<file path="config.mk">
export PLATFORM = sky130hd
export DESIGN_NAME = uart_receiver_flat
export DESIGN_NICKNAME = d
export VERILOG_FILES = /design/src/rtl/uart_receiver_if.sv /design/src/rtl/uart_receiver.sv /design/src/flat_wrapper.sv
export SDC_FILE = /design/constraint.sdc
export NUM_CORES = 1
export LEC_CHECK = 0
export ABC_AREA = 1
export CAP_MARGIN = 20
export CORE_UTILIZATION = 25
export DETAILED_ROUTE_END_ITERATION = 8
export PLACE_DENSITY = 0.38
export SYNTH_ARGS = -nofsm -noshare
export SYNTH_HDL_FRONTEND = slang
export SYNTH_SLANG_ARGS = --single-unit
</file>
<file path="constraint.sdc">
create_clock -name clk -period 2 [get_ports clk]
set_input_delay 0.4 -clock clk [delete_from_list [all_inputs] [get_ports clk]]
set_output_delay 0.4 -clock clk [all_outputs]
set_load 0.1 [all_outputs]
</file>
<file path="src/rtl/uart_receiver_if.sv">
// Receive-side byte handshake bundle.
//   rx_data  : last accepted byte (receiver -> consumer)
//   rx_valid : rx_data holds an unconsumed byte (receiver -> consumer)
//   rx_ready : consumer takes rx_data when rx_valid & rx_ready (consumer -> receiver)
// The master modport is the receiver side and the slave modport is the consumer side.
interface uart_receiver_if;
  logic [7:0] rx_data;
  logic       rx_valid;
  logic       rx_ready;

  modport master (output rx_data, output rx_valid, input rx_ready);
  modport slave  (input rx_data, input rx_valid, output rx_ready);
endinterface

</file>
<file path="src/rtl/uart_receiver.sv">
// UART receive stage: 8N1 frames, LSB first, 16x oversampling with mid-bit
// sampling, valid/ready byte delivery, framing-error and overrun pulses.
// Ports:
//   clk        system clock, rising edge
//   rst        asynchronous active-high reset
//   rx_pin     asynchronous serial line input, idles high
//   rx_if      byte handshake (master side): rx_data, rx_valid, rx_ready
//   rx_busy    high whenever the receiver FSM is not idle
//   frame_err  one-cycle pulse when the stop bit is sampled low
//   rx_overrun one-cycle pulse when a new byte replaces an unconsumed one
module uart_receiver #(
  parameter int CLOCK_FREQ = 50_000_000,
  parameter int BAUD_RATE  = 9600
) (
  input  logic              clk,
  input  logic              rst,
  input  logic              rx_pin,
  uart_receiver_if.master   rx_if,
  output logic              rx_busy,
  output logic              frame_err,
  output logic              rx_overrun
);

  localparam int DIV   = CLOCK_FREQ / (BAUD_RATE * 16);
  localparam int CNT_W = (DIV > 1) ? $clog2(DIV) : 1;
  localparam logic [CNT_W-1:0] DIV_LAST = CNT_W'(DIV - 1);

  typedef enum logic [2:0] {IDLE, START, DATA, STOP, WAIT_HIGH} state_t;

  logic             sync_p0;
  logic             rx_sync;
  logic [CNT_W-1:0] div_cnt;
  logic             tick;
  logic [3:0]       sample_cnt;
  logic [2:0]       bit_cnt;
  logic [7:0]       shift_reg;
  state_t           state;

  // Two-flop synchronizer; resets to the idle line level so no false start
  // is seen coming out of reset.
  always_ff @(posedge clk or posedge rst) begin
    if (rst) begin
      sync_p0 <= 1'b1;
      rx_sync <= 1'b1;
    end else begin
      sync_p0 <= rx_pin;
      rx_sync <= sync_p0;
    end
  end

  // Free-running oversample divider; with DIV=1 the counter stays at 0 and
  // tick is high every cycle.
  assign tick = (div_cnt == DIV_LAST);

  always_ff @(posedge clk or posedge rst) begin
    if (rst) begin
      div_cnt <= '0;
    end else if (tick) begin
      div_cnt <= '0;
    end else begin
      div_cnt <= div_cnt + 1'b1;
    end
  end

  always_ff @(posedge clk or posedge rst) begin
    if (rst) begin
      state          <= IDLE;
      sample_cnt     <= 4'd0;
      bit_cnt        <= 3'd0;
      shift_reg      <= 8'h00;
      rx_if.rx_data  <= 8'h00;
      rx_if.rx_valid <= 1'b0;
      rx_busy        <= 1'b0;
      frame_err      <= 1'b0;
      rx_overrun     <= 1'b0;
    end else begin
      frame_err  <= 1'b0;
      rx_overrun <= 1'b0;
      // A byte load below overrides this clear when both happen together.
      if (rx_if.rx_valid && rx_if.rx_ready) begin
        rx_if.rx_valid <= 1'b0;
      end

      if (tick) begin
        case (state)
          IDLE: begin
            if (!rx_sync) begin
              state      <= START;
              rx_busy    <= 1'b1;
              sample_cnt <= 4'd0;
            end
          end
          START: begin
            sample_cnt <= sample_cnt + 4'd1;
            // Mid start bit: a line that has gone high again was a glitch.
            if (sample_cnt == 4'd7) begin
              if (!rx_sync) begin
                state      <= DATA;
                sample_cnt <= 4'd0;
                bit_cnt    <= 3'd0;
              end else begin
                state   <= IDLE;
                rx_busy <= 1'b0;
              end
            end
          end
          DATA: begin
            // sample_cnt wraps 15 -> 0, so STOP starts its own bit at 0.
            sample_cnt <= sample_cnt + 4'd1;
            if (sample_cnt == 4'd15) begin
              shift_reg <= {rx_sync, shift_reg[7:1]};
              bit_cnt   <= bit_cnt + 3'd1;
              if (bit_cnt == 3'd7) begin
                state <= STOP;
              end
            end
          end
          STOP: begin
            sample_cnt <= sample_cnt + 4'd1;
            if (sample_cnt == 4'd15) begin
              if (rx_sync) begin
                rx_if.rx_data  <= shift_reg;
                rx_if.rx_valid <= 1'b1;
                rx_overrun     <= rx_if.rx_valid && !rx_if.rx_ready;
                state          <= IDLE;
                rx_busy        <= 1'b0;
              end else begin
                frame_err <= 1'b1;
                state     <= WAIT_HIGH;
              end
            end
          end
          WAIT_HIGH: begin
            // Line break: hold off until the line returns to idle.
            if (rx_sync) begin
              state   <= IDLE;
              rx_busy <= 1'b0;
            end
          end
          default: begin
            state   <= IDLE;
            rx_busy <= 1'b0;
          end
        endcase
      end
    end
  end

endmodule
</file>
<file path="src/flat_wrapper.sv">
// flat-port wrapper written by rule: the top's interface ports become plain ports
module uart_receiver_flat 
#(
  parameter int CLOCK_FREQ = 50_000_000,
  parameter int BAUD_RATE  = 9600
)
  (clk, rst, rx_pin, rx_busy, frame_err, rx_overrun, rx_if_rx_data, rx_if_rx_valid, rx_if_rx_ready);
  uart_receiver_if rx_if_i ();
  input  logic clk;
  input  logic rst;
  input  logic rx_pin;
  output logic rx_busy;
  output logic frame_err;
  output logic rx_overrun;
  output wire logic [$bits(rx_if_i.rx_data)-1:0] rx_if_rx_data;
  output wire logic [$bits(rx_if_i.rx_valid)-1:0] rx_if_rx_valid;
  input wire logic [$bits(rx_if_i.rx_ready)-1:0] rx_if_rx_ready;
  assign rx_if_rx_data = rx_if_i.rx_data;
  assign rx_if_rx_valid = rx_if_i.rx_valid;
  assign rx_if_i.rx_ready = rx_if_rx_ready;
  uart_receiver #(.CLOCK_FREQ(CLOCK_FREQ), .BAUD_RATE(BAUD_RATE)) u_core (.clk(clk), .rst(rst), .rx_pin(rx_pin), .rx_if(rx_if_i), .rx_busy(rx_busy), .frame_err(frame_err), .rx_overrun(rx_overrun));
endmodule
</file>
# Yosys cells after proc, flatten, opt, wreduce, memory -nomap -nowiden
# Index checks and enable logic that the tools add are counted.
[totals] inputBits=4 ff_bits=41 output_inout_bits=12
[op_classes] n_addsub=3 n_reduce_logical=13 n_mux=36 bitwise_logic=1 n_eq_ne=15
[op_table] op="2-to-1 mux 3 bit" count=10
[op_table] op="2-to-1 mux 1 bit" count=17
[op_table] op="case mux 3 bit (5 select lines)" count=1
[op_table] op="2-to-1 mux 4 bit" count=3
[op_table] op="case mux 4 bit (3 select lines)" count=1
[op_table] op="!= test 2 x 1 -> 1 bit, second input constant" count=5
[op_table] op="AND reduction 5 bit" count=2
[op_table] op="adder 9 x 1 -> 9 bit, second input constant" count=1
[op_table] op="== test 9 bit, second input constant" count=1
[op_table] op="2-to-1 mux 9 bit" count=1
[op_table] op="AND reduction 7 bit" count=1
[op_table] op="== test 3 x 2 -> 1 bit, second input constant" count=2
[op_table] op="== test 3 bit, second input constant" count=2
[op_table] op="case mux 3 bit (2 select lines)" count=1
[op_table] op="AND reduction 3 bit" count=2
[op_table] op="case mux 1 bit (5 select lines)" count=1
[op_table] op="adder 4 x 1 -> 4 bit, second input constant" count=1
[op_table] op="== test 4 x 3 -> 1 bit, second input constant" count=1
[op_table] op="== test 4 bit, second input constant" count=1
[op_table] op="!= test 2 bit, second input constant" count=2
[op_table] op="AND reduction 4 bit" count=1
[op_table] op="adder 3 x 1 -> 3 bit, second input constant" count=1
[op_table] op="== test 3 x 1 -> 1 bit, second input constant" count=1
[op_table] op="zero test 3 bit" count=1
[op_table] op="other kinds (7)" count=8

# Logic depth before layout (Yosys ltp)
# Gate-level depths: netlist (run 1).
[logic_depth] word_depth=6 mapped_depth=10 mapped_depth_nobuf=9

# Least setup slack after synthesis (run 1)
# No wires, ideal clock.
[synth_timing] path_kind="register to register" from="register u_core.div_cnt[0]" to="register u_core.rx_if.rx_data[0]" n_path_buf=1 arrival_ps=1389 setup_slack_ps=489 period_less_slack_ps=1511 setup_time_ps=122 path_stages_with_launch=11 required_ps=1878 cell_sequence="dfrtp_1 -> inv_1 -> ha_1 -> nand2_1 -> nor2_2 -> nand2_4 -> nor2_8 -> nand2_4 -> buf_6 -> nand2_1 -> nand2_1"
[synth_via] elab_chain_cells=2
[synth_lines] element="from (decl)" line="uart_receiver.sv:32" rtl="logic [CNT_W-1:0] div_cnt;"
[synth_lines] element="from (signal assigned)" line="uart_receiver.sv:61" rtl="div_cnt <= div_cnt + 1'b1;"
[synth_lines] element="== test 9 bit" line="uart_receiver.sv:53" rtl="assign tick = (div_cnt == DIV_LAST);"
[synth_lines] element="AND reduction 4 bit (no line)"
[synth_lines] element="to (signal assigned)" line="uart_receiver.sv:122" rtl="rx_if.rx_data <= shift_reg;"
[synth_lines] element="to (decl)" line="uart_receiver_if.sv:11" rtl="modport master (output rx_data, output rx_valid, input rx_ready);"
# No other way between the ends.
# A chain may end at the register's enable or synchronous reset.

# Worst setup path in the final report (run 1)
[layout_timing] from="register u_core.div_cnt[0]" to="register u_core.rx_if.rx_data[5]"
# The elaborated chain is that of the path after synthesis.

==> out/qor.yml, run 1 <==
floorplan:
  start_util_pct: 26.2
  die_w_um: 92.7
  rows: 32
  core-area_um2: 7850
  die_h_um: 92.7
  io_pins: 16
  die_area_um2: 8590
clock_tree:
  cts_tree: "done"
  cts_buffers: 5
  clockRootBuffer: "clkbuf_8"
  post-cts-setup-buffers: 0
  path_clk_slew_ns: 0.09
  cts_max_path_buffers: 2
  cts-htree-levels: 2
  cts_resized: 0
  clock-sinks: 41
  insertion_delay_ns: 0.30
  cts_hold_buf: 0
setup_path:
  r2r_end: "u_core.rx_if.rx_data[5]"
  reg2regPathDepth: 9
  path_max_fanout: 17
  slowest_stage: "dfrtp_1"
  rrSetupSlack_ns: 0.38
  startpoint_type: "flip-flop"
  cp.arrival_ns: 1.82
  crit_type: "flip-flop to flip-flop"
  worstPathCellList: "inv_1 > ha_1 > nand2_1 > nor2_2 > nand2_4 > nor2_8 > nand2_4 > nand2_1 > o21ai_2"
  crit_family: "simple AND/OR/NAND/NOR gates"
  crit_path_max_incr_delay_ns: 0.41
  crit_buf_inv: 1
  end_kind: "flip-flop"
  r2r-start: "u_core.div_cnt[0]"
  worst_ep_required_time_ns: 2.20
run_status:
  status: "completed"
job:
  max-cap-violations: 0
synthesis:
  yosys.area.top_type_share_pct: 47.4
  yosysWarnings: 0
  ys_top_cells_by_area: "dfrtp_1, nand2_1, o21ai_2"
  ys_seq_area_share_pct: 50.0
  ys_async_sr_fraction_pct: 100
  synth-edff-count: 0
  synth_nets: 252
  synth_common_cells: "nand2_1, dfrtp_1, inv_1"
  synth-seq-cells: 41
  synth.most_common_cell: "nand2_1"
  synthFlopType: "dfrtp_1"
  synthCells: 243
  syn_area_um2: 2060
  yosys.area.top_type: "dfrtp_1"
  yosysUniqueCellTypes: 23
  syn_area_per_cell_um2: 8.46
sta:
  maxSlewHeadroom_pct: 80.0
  setup_viol_count_final: 0
  drv_slew: 0
  tightest_slew_ns: 0.300
  fmax_ghz: 0.616
  fin_tns_setup_ns: 0
  worst_slack_ns: 0.378
  grt_setup_unrepaired: "false"
  finClkSkew_ns: 0.0101
  hold_violations: 0
  hold_slack_ns: 0.359
  period_share_pct: 81.1
  min_period_ns: 1.62
finish:
  largest_register_ffs: 9
  drive_gt1_share_pct: 18.6
  fillCellCount: 881
  layout.nets: 272
  fin_cells: 366
  design_area_um2: 2380
  syn_to_final_growth_pct: 15.8
  diodes: 0
drt:
  dr.pass1.iters: 5
  drc: 0
  drt_wl_total_mm: 4.16
  avgViaCountPerCell: 4.13
  route.vias.total: 1513
  ant_nets: 0
  first_iter_violations: 80
  wl_per_cell_um: 11.4
worst_hold_path:
  hold_start: "u_core.sync_p0"
  hold_path_class: "flip-flop to flip-flop"
  min_delay_worst_endpoint: "u_core.rx_sync"
  holdPathStages: 0
pwr:
  p_leak_nw: 1.24
  power_density_nw_per_um2: 601
  peakVddDrop_mv: 0.239
placement:
  placed_cells: 358
  place_hpwl_mm: 2.87
  gp_routability_congestion: 0.756
  place_area_um2: 2290
  io_buffer_count: 15
  place_ws_ns: 0.354
global_route:
  grt_pass1_vias: 1562
  antenna_found_initial: 0
  grt_usage_pct: 11.3
  grt_max_degree: 42
  gr-total-overflow: 0
  grt_pass1_wl_mm: 7.49
area by class of cell:
cell class | instances | area, um2 | share of cell area (%)
timing repair buffer | 16 | 140 | 5.88
sequential | 41 | 1030 | 43.2
multi-input combinational | 166 | 875 | 36.7
clock inverter | 2 | 15.0 | 0.630
clock buffer | 6 | 72.6 | 3.05
inverter | 33 | 124 | 5.20
tap | 102 | 128 | 5.36
layout by cell type, fill, tap and decap left out, types with 2 or more instances in the layout:
cell	synthesis	routed
nand2_1	71	71
dfrtp_1	39	39
inv_1	31	30
nand3_1	24	24
nor2_1	22	22
o21ai_2	15	15
buf_4	1	12
o21ai_0	6	6
a21oi_1	5	5
ha_1	5	5
clkbuf_8	0	5
nor2_2	4	4
nand2_4	3	3
xor2_1	3	3
clkdlybuf4s50_1	0	3
inv_2	2	2
nand3b_1	2	2
clkinvlp_4	0	2
dfstp_2	2	2
per-layer routing:
metal	global-route usage (%)	wire, um	up-vias
li1	-	-	804
met1	15.4	2210	684
met2	17.0	1740	20
met3	3.04	146	5
met4	4.23	59	0
met5	0	0	-
cell families after synthesis:
| family | synth area share [%] |
|---|---|
| and+or+nand+nor | 28.7 |
| DFF | 50.0 |
| buffers and inverters | 7.48 |
| AOI/OAI and AO/OA | 9.06 |
| adders and majority gates | 3.04 |
| xor gates and xnor gates | 1.70 |
worst reg2reg max path, delay by kind of cell, from the launching register on:
kind	cells	cell delay [ns]
buffers and inverters	1	0.07
adder cells (fa/ha/maj)	1	0.15
AO/OA/AOI/OAI	1	0.05
flip-flops	1	0.41
AND/OR/NAND/NOR	6	0.84
power by group:
part / total [W] / internal [W] / leakage, nW / switching (W)
clock: 0.000565 / 0.000247 / 0.0374 / 0.000318
sequential: 0.000834 / 0.000832 / 0.552 / 0.00000255
combinational: 0.0000336 / 0.0000109 / 0.654 / 0.0000227
total: 0.00143 / 0.00109 / 1.24 / 0.000343
worst max-delay path by stage:
stage,from,cells past startpoint,end
floorplan,u_core.div_cnt[0],10,u_core.rx_if.rx_data[0]
global placement,u_core.div_cnt[0],9,u_core.rx_if.rx_data[3]
detailed placement,u_core.div_cnt[0],9,u_core.rx_if.rx_data[5]
CTS,u_core.div_cnt[0],9,u_core.rx_if.rx_data[1]
global route,u_core.div_cnt[0],9,u_core.rx_if.rx_data[7]
finish,u_core.div_cnt[0],9,u_core.rx_if.rx_data[5]
stage by stage:
step                      power [W]  util (%)
after floorplan            0.000867         -
final                       0.00143      30.4
after detailed placement   0.000887      29.2
after global routing        0.00150      30.4
after CTS                   0.00146      30.4
after global placement     0.000887      29.2
Note: power is estimated with default switching activity, not from simulation.
==> run 2, diff against run 1 <==
- PLACE_DENSITY: 0.38 -> 0.39
- clock period: 2 -> 1.4 ns (I/O delays scaled with it)
==> run 2 against run 1 <==
  * The flow now finishes with violations (setup timing)
  * Sequential power grew 43%
  * Combinational power grew 60%
  * Highest routed layer unchanged
  * Clock-buffer cell count shrank 1
  * Register-to-register slack lost 0.52 ns
  * Die area is the same
  * Final area grew 26%
  * Sequential cell count is the same
  * Largest cell class unchanged
  * Critical path depth grew 1
  * Critical path type unchanged
  * Clock skew shrank 0.0064 ns
  * Clock power grew 77%
  * Worst setup slack lost 0.52 ns
  * Global-route usage grew 0.17 points
==> out/qor.yml, run 2 (same netlist as run 1, synthesis figures left out) <==
sta:
  fmax_ghz: 0.650  # +5.4%
  hold_slack_ns: 0.314  # -0.0456 ns
  setup_viol_count_final: 32  # +32
  tightest_slew_ns: 0.291  # -0.00971 ns
  fin_tns_setup_ns: -2.73  # -2.73 ns
  hold_violations: 0  # unchanged
  min_period_ns: 1.54  # -0.0837 ns
  period_share_pct: 110  # +29 points
  grt_setup_unrepaired: "true"
  finClkSkew_ns: 0.00368  # -0.00642 ns
  worst_slack_ns: -0.139  # -0.516 ns
  drv_slew: 0  # unchanged
  maxSlewHeadroom_pct: 80.6  # +0.60 points
placement:
  place_area_um2: 2670  # +16%
  place_hpwl_mm: 3.15  # +9.9%
  gp_routability_congestion: 0.775  # +2.5%
  io_buffer_count: 15  # unchanged
setup_path:
  worst_ep_required_time_ns: 1.60  # -0.60 ns
  rrSetupSlack_ns: -0.14  # -0.52 ns
  crit_path_max_incr_delay_ns: 0.39  # -0.02 ns
  reg2regPathDepth: 10  # +1
  worstPathCellList: "inv_1 > ha_2 > nand2_2 > nor2_4 > nand2_4 > nor2_8 > buf_6 > nand2_8 > nand2_1 > o21ai_2"
  path_max_fanout: 8  # -9
  r2r_end: "u_core.shift_reg[3]"
  r2r-start: "u_core.div_cnt[0]"
  worstSetupStartpoint: "u_core.div_cnt[0]"
  cp.arrival_ns: 1.73  # -0.09 ns
  startpoint_type: "flip-flop"
  crit_type: "flip-flop to flip-flop"
  end_kind: "flip-flop"
  crit_end: "u_core.shift_reg[3]"
  slowest_stage: "dfrtp_1"
drt:
  wl_per_cell_um: 11.6  # +1.9%
  drt_wl_total_mm: 4.69  # +13%
  route.vias.total: 1670  # +10%
  wl_met1_mm: 2.32  # +5.0%
  avgViaCountPerCell: 4.12  # -0.25%
  route.met3.wl_um: 130  # -11%
  wl_met2_mm: 2.18  # +25%
  highest-signal-layer: "met4"
  dr.pass1.iters: 4  # -1
  drc: 0  # unchanged
  ant_nets: 0  # unchanged
  first_iter_violations: 68  # -15%
floorplan:
  core-area_um2: 7850  # unchanged
  io_pins: 16  # unchanged
  die_h_um: 92.7  # unchanged
  die_w_um: 92.7  # unchanged
  rows: 32  # unchanged
  die_area_um2: 8590  # unchanged
  start_util_pct: 26.2  # unchanged
clock_tree:
  cts_tree: "done"
  path_clk_slew_ns: 0.09  # about the same
  clock-sinks: 41  # unchanged
  cts_max_path_buffers: 2  # unchanged
  clockRootBuffer: "clkbuf_8"
  insertion_delay_ns: 0.30  # about the same
  cts_buffers: 5  # unchanged
  cts-htree-levels: 2  # unchanged
global_route:
  grt_max_degree: 42  # unchanged
  grt_pass1_wl_mm: 7.67  # +2.4%
  grt_usage_pct: 11.5  # +0.17 points
  grt_pass1_vias: 1610  # +3.1%
  antenna_found_initial: 0  # unchanged
  gr-total-overflow: 0  # unchanged
finish:
  largest_register_ffs: 9  # unchanged
  design_area_um2: 3010  # +26%
  final_common_cell: "nand2_1"
  layout.nets: 311  # +14%
  syn_to_final_growth_pct: 46.2
  diodes: 0  # unchanged
  drive_gt1_share_pct: 38.0  # +19 points
  mostFrequentLayoutCells: "nand2_1, dfrtp_1, buf_4"
worst_hold_path:
  hold_path_class: "input pin to asynchronous set/reset pin"
pwr:
  p_leak_nw: 1.49  # +20%
  power_density_nw_per_um2: 747  # +24%
  peakVddDrop_mv: 0.298  # +24%
run_status:
  failed_checks: "setup timing"
  status: "complete, but fails checks"
job:
  max-cap-violations: 0  # unchanged
## run 2: cell count changes in the layout (fill, tap and decap cells not counted), sizes merged
cell | previous run | this run
buf | 13 | 49
nand2 | 75 | 78
clkinv | 1 | 2
bufinv | 0 | 1
clkinvlp | 2 | 1
clkbuf | 6 | 5
## run 2: power by group
| part | internal (W) | switching (W) | leakage [nW] |
|---|---|---|---|
| logic | 0.0000192 | 0.0000346 | 0.890 |
| clock network | 0.000535 | 0.000466 | 0.0543 |
| registers | 0.00119 | 0.00000404 | 0.550 |
| total | 0.00174 | 0.000505 | 1.49 |
## run 2: area by class of cell
cell class / instances / area [um2]
fillers: 835 / 4840
repair buffers: 52 / 584
clock buffers: 5 / 68.8
clock inverters: 3 / 46.3
multi-input cells: 169 / 1020
flip-flops and latches: 41 / 1030
inverters: 33 / 126
well taps: 102 / 128
## run 2: worst min-delay path by stage
stage                        start                       to  cells past startpoint
global placement    u_core.sync_p0           u_core.rx_sync                      0
CTS                            rst  u_core.rx_if.rx_data[2]                      3
floorplan                   rx_pin           u_core.sync_p0                      0
finish                         rst     u_core.sample_cnt[0]                      3
detailed placement  u_core.sync_p0           u_core.rx_sync                      0
global route                   rst        u_core.div_cnt[4]                      3
## run 2: per-layer routing
metal  global-route usage (%)  up-vias
li1                         -      889
met1                     15.7      759
met2                     17.5       17
met3                     2.79        5
met4                     4.23        0
met5                        0        -
## run 2: critical path, delay by kind of cell, from the launching register on
family / cells / cell delay, ns
buffers and inverters: 2 / 0.20
adder cells (fa/ha/maj): 1 / 0.17
AND/OR/NAND/NOR: 6 / 0.63
AO/OA/AOI/OAI: 1 / 0.05
flip-flops: 1 / 0.39
## run 2: timing repair
| action | CTS | global route |
|---|---|---|
| endpoints found under the setup margin | 26 | 32 |
| gates cloned | 0 | 3 |
| hold buffers | 0 | 0 |
| setup buffers | 1 | 6 |
| pin swaps | 1 | 3 |
| gates resized for setup | 7 | 32 |
## run 2: stage by stage
| stage | utilization [%] | setup WS [ns] | power [W] | instances |
|---|---|---|---|---|
| finish | 38.3 | -0.139 | 0.00225 | 405 |
| floorplan | - | -0.0874 | 0.00124 | 243 |
| detailed placement | 34.0 | -0.109 | 0.00127 | 387 |
| CTS | 36.0 | -0.109 | 0.00228 | 396 |
| global route | 38.3 | -0.213 | 0.00234 | 405 |
| global placement | 34.0 | -0.106 | 0.00127 | 387 |
==> run 3, diff against run 2 <==
- CORE_ASPECT_RATIO: not set -> 1.75
==> run 3 against run 2 <==
  * The flow still finishes with violations (setup timing)
  * Register-to-register slack better by 0.05 ns
  * Clock skew is 0.0017 ns higher
  * Final area is 3.9% higher
  * Core utilization is 0.91 points higher
  * Worst setup slack better by 0.048 ns
  * Clock power is 37% higher
  * Sequential cell count stayed put
  * Combinational power is 7.6% higher
  * Critical path depth stayed put
  * Power is 17% higher
==> out/qor.yml, run 3 (same netlist as run 1, synthesis figures left out) <==
clock_tree:
  clockRootBuffer: "clkbuf_16"
  cts_max_path_buffers: 2  # unchanged
  clock-sinks: 41  # unchanged
  cts_buffers: 5  # unchanged
  cts-htree-levels: 2  # unchanged
  cts_hold_buf: 0  # unchanged
  insertion_delay_ns: 0.29  # about the same
  path_clk_slew_ns: 0.06  # -0.03 ns
  cts_tree: "done"
global_route:
  antenna_found_initial: 0  # unchanged
  grt_pass1_vias: 1711  # +6.3%
  gr-total-overflow: 0  # unchanged
  grt_usage_pct: 11.9  # +0.46 points
  grt_pass1_wl_mm: 7.87  # +2.7%
  grt_max_degree: 25  # -40%
sta:
  min_period_ns: 1.49  # -0.0483 ns
  setup_viol_count_final: 23  # -28%
  finClkSkew_ns: 0.00539  # +0.00170 ns
  worst_slack_ns: -0.0902  # +0.0483 ns
  period_share_pct: 106  # -3.5 points
  maxSlewHeadroom_pct: 77.5  # -3.1 points
  tightest_slew_ns: 0.335  # +0.0440 ns
  hold_violations: 0  # unchanged
  fin_tns_setup_ns: -1.33  # +1.40 ns
  hold_slack_ns: 0.211  # -0.103 ns
  fmax_ghz: 0.671  # +3.2%
  drv_slew: 0  # unchanged
  grt_setup_unrepaired: "true"
floorplan:
  start_util_pct: 25.8  # -0.38 points
  die_w_um: 70.6  # -24%
  die_area_um2: 8610  # +0.17%
  core-area_um2: 7960  # +1.5%
  io_pins: 16  # unchanged
  rows: 43  # +34%
  die_h_um: 122  # +32%
setup_path:
  r2r-start: "u_core.div_cnt[0]"
  reg2regPathDepth: 10  # unchanged
  worst_ep_required_time_ns: 1.57  # -0.03 ns
  rrSetupSlack_ns: -0.09  # +0.05 ns
  crit_path_max_incr_delay_ns: 0.37  # -0.02 ns
  crit_end: "u_core.shift_reg[4]"
  slowest_stage: "dfrtp_1"
  crit_type: "flip-flop to flip-flop"
  worstSetupStartpoint: "u_core.div_cnt[0]"
  end_kind: "flip-flop"
  r2r_end: "u_core.shift_reg[4]"
  cp.arrival_ns: 1.66  # -0.07 ns
  path_max_fanout: 8  # unchanged
  worstPathCellList: "inv_1 > ha_2 > nand2_2 > nor2_4 > nand2_4 > nor2_8 > buf_12 > nand2_8 > nand2_1 > o21ai_2"
  startpoint_type: "flip-flop"
drt:
  drt_wl_total_mm: 4.81  # +2.6%
  drc: 0  # unchanged
  dr.pass1.iters: 3  # -1
  route.vias.total: 1732  # +3.7%
  avgViaCountPerCell: 4.38  # +6.3%
  wl_per_cell_um: 12.2  # +5.2%
  first_iter_violations: 48  # -29%
  ant_nets: 0  # unchanged
placement:
  placed_cells: 381  # -1.6%
  gp_routability_congestion: 0.792  # +2.2%
  io_buffer_count: 15  # unchanged
  place_hpwl_mm: 3.62  # +15%
finish:
  syn_to_final_growth_pct: 51.8
  diodes: 0  # unchanged
  seq_area_um2: 1030  # +0.24%
  final_common_cell: "nand2_1"
  layout.nets: 313  # +0.64%
  drive_gt1_share_pct: 39.7  # +1.7 points
  fin_cells: 395  # -2.5%
  largest_register_ffs: 9  # unchanged
  mostFrequentLayoutCells: "nand2_1, buf_4, dfrtp_1"
  fillCellCount: 830  # -0.60%
  multi_input_area_um2: 1050  # +2.2%
run_status:
  status: "complete, but fails checks"
  failed_checks: "setup timing"
pwr:
  p_leak_nw: 1.50  # +0.18%
  power_w: 0.00262  # +17%
  power_density_nw_per_um2: 839  # +12%
  peakVddDrop_mv: 0.812  # +170%
worst_hold_path:
  hold_path_class: "input pin to asynchronous set/reset pin"
job:
  max-cap-violations: 0  # unchanged
==> run 3: changes by cell type in the layout (fill, tap and decap cells not counted), moves of 3 or more <==
cell | previous run | this run
buf_4 | 32 | 37
clkbuf_16 | 0 | 5
clkbuf_8 | 5 | 1
nand2_1 | 59 | 62
nand2_2 | 12 | 9
nand2_4 | 5 | 2
nand3_1 | 22 | 19
nor2_1 | 17 | 14
o21ai_1 | 3 | 0
==> run 3: area by class of cell <==
type / instances / area share [%]
timing repair buffer: 56 / 19.8
sequential: 41 / 33.1
inverter: 33 / 4.37
clock buffer: 6 / 4.45
clock inverter: 2 / 1.20
multi-input combinational: 167 / 33.5
tap: 90 / 3.61
==> run 3: critical path: cells and delay by family, from the launching register on <==
family                   cells  cell delay (ns)
AO/OA/AOI/OAI                1             0.05
flip-flops                   1             0.37
AND/OR/NAND/NOR              6             0.59
buffers and inverters        2             0.19
adder cells (fa/ha/maj)      1             0.18
==> run 3: worst min path at each step <==
stage | from | endpoint | cells after the start
final | rst | u_core.rx_overrun | 2
after global routing | rst | u_core.rx_if.rx_data[2] | 2
after CTS | rst | u_core.rx_if.rx_data[2] | 2
after detailed placement | u_core.sync_p0 | u_core.rx_sync | 0
after global placement | u_core.sync_p0 | u_core.rx_sync | 0
after floorplan | rx_pin | u_core.sync_p0 | 0
==> run 3: per-stage QoR <==
| step | area, um2 | util (%) | setup slack [ns] |
|---|---|---|---|
| detailed placement | 2700 | 33.8 | -0.130 |
| global route | 3120 | 39.2 | -0.169 |
| global placement | 2700 | 33.8 | -0.129 |
| CTS | 2920 | 36.7 | -0.113 |
| floorplan | 2060 | - | -0.0874 |
| finish | 3120 | 39.2 | -0.0902 |
==> run 3: power by group <==
group | internal [W] | switching (W)
combinational | 0.0000227 | 0.0000352
sequential | 0.00119 | 0.00000369
clock | 0.000890 | 0.000479
==> run 3: repair_timing <==
| action | 4_1_cts | 5_1_grt |
|---|---|---|
| buffers inserted | 1 | 4 |
| endpoints found under the setup margin | 28 | 31 |
| resized for setup | 8 | 39 |
| pin swaps | 1 | 6 |
| hold endpoints to repair | 0 | 0 |
| gates cloned | 0 | 1 |
==> run 3: metal layers <==
metal  track usage [%]  share of wire (%)  up-vias
met1              12.0                 38      826
met3              2.15                2.0        6
met2              23.4                 58       14
li1                  -                  -      886
met4              5.25                2.1        0
met5                 0                  0        -
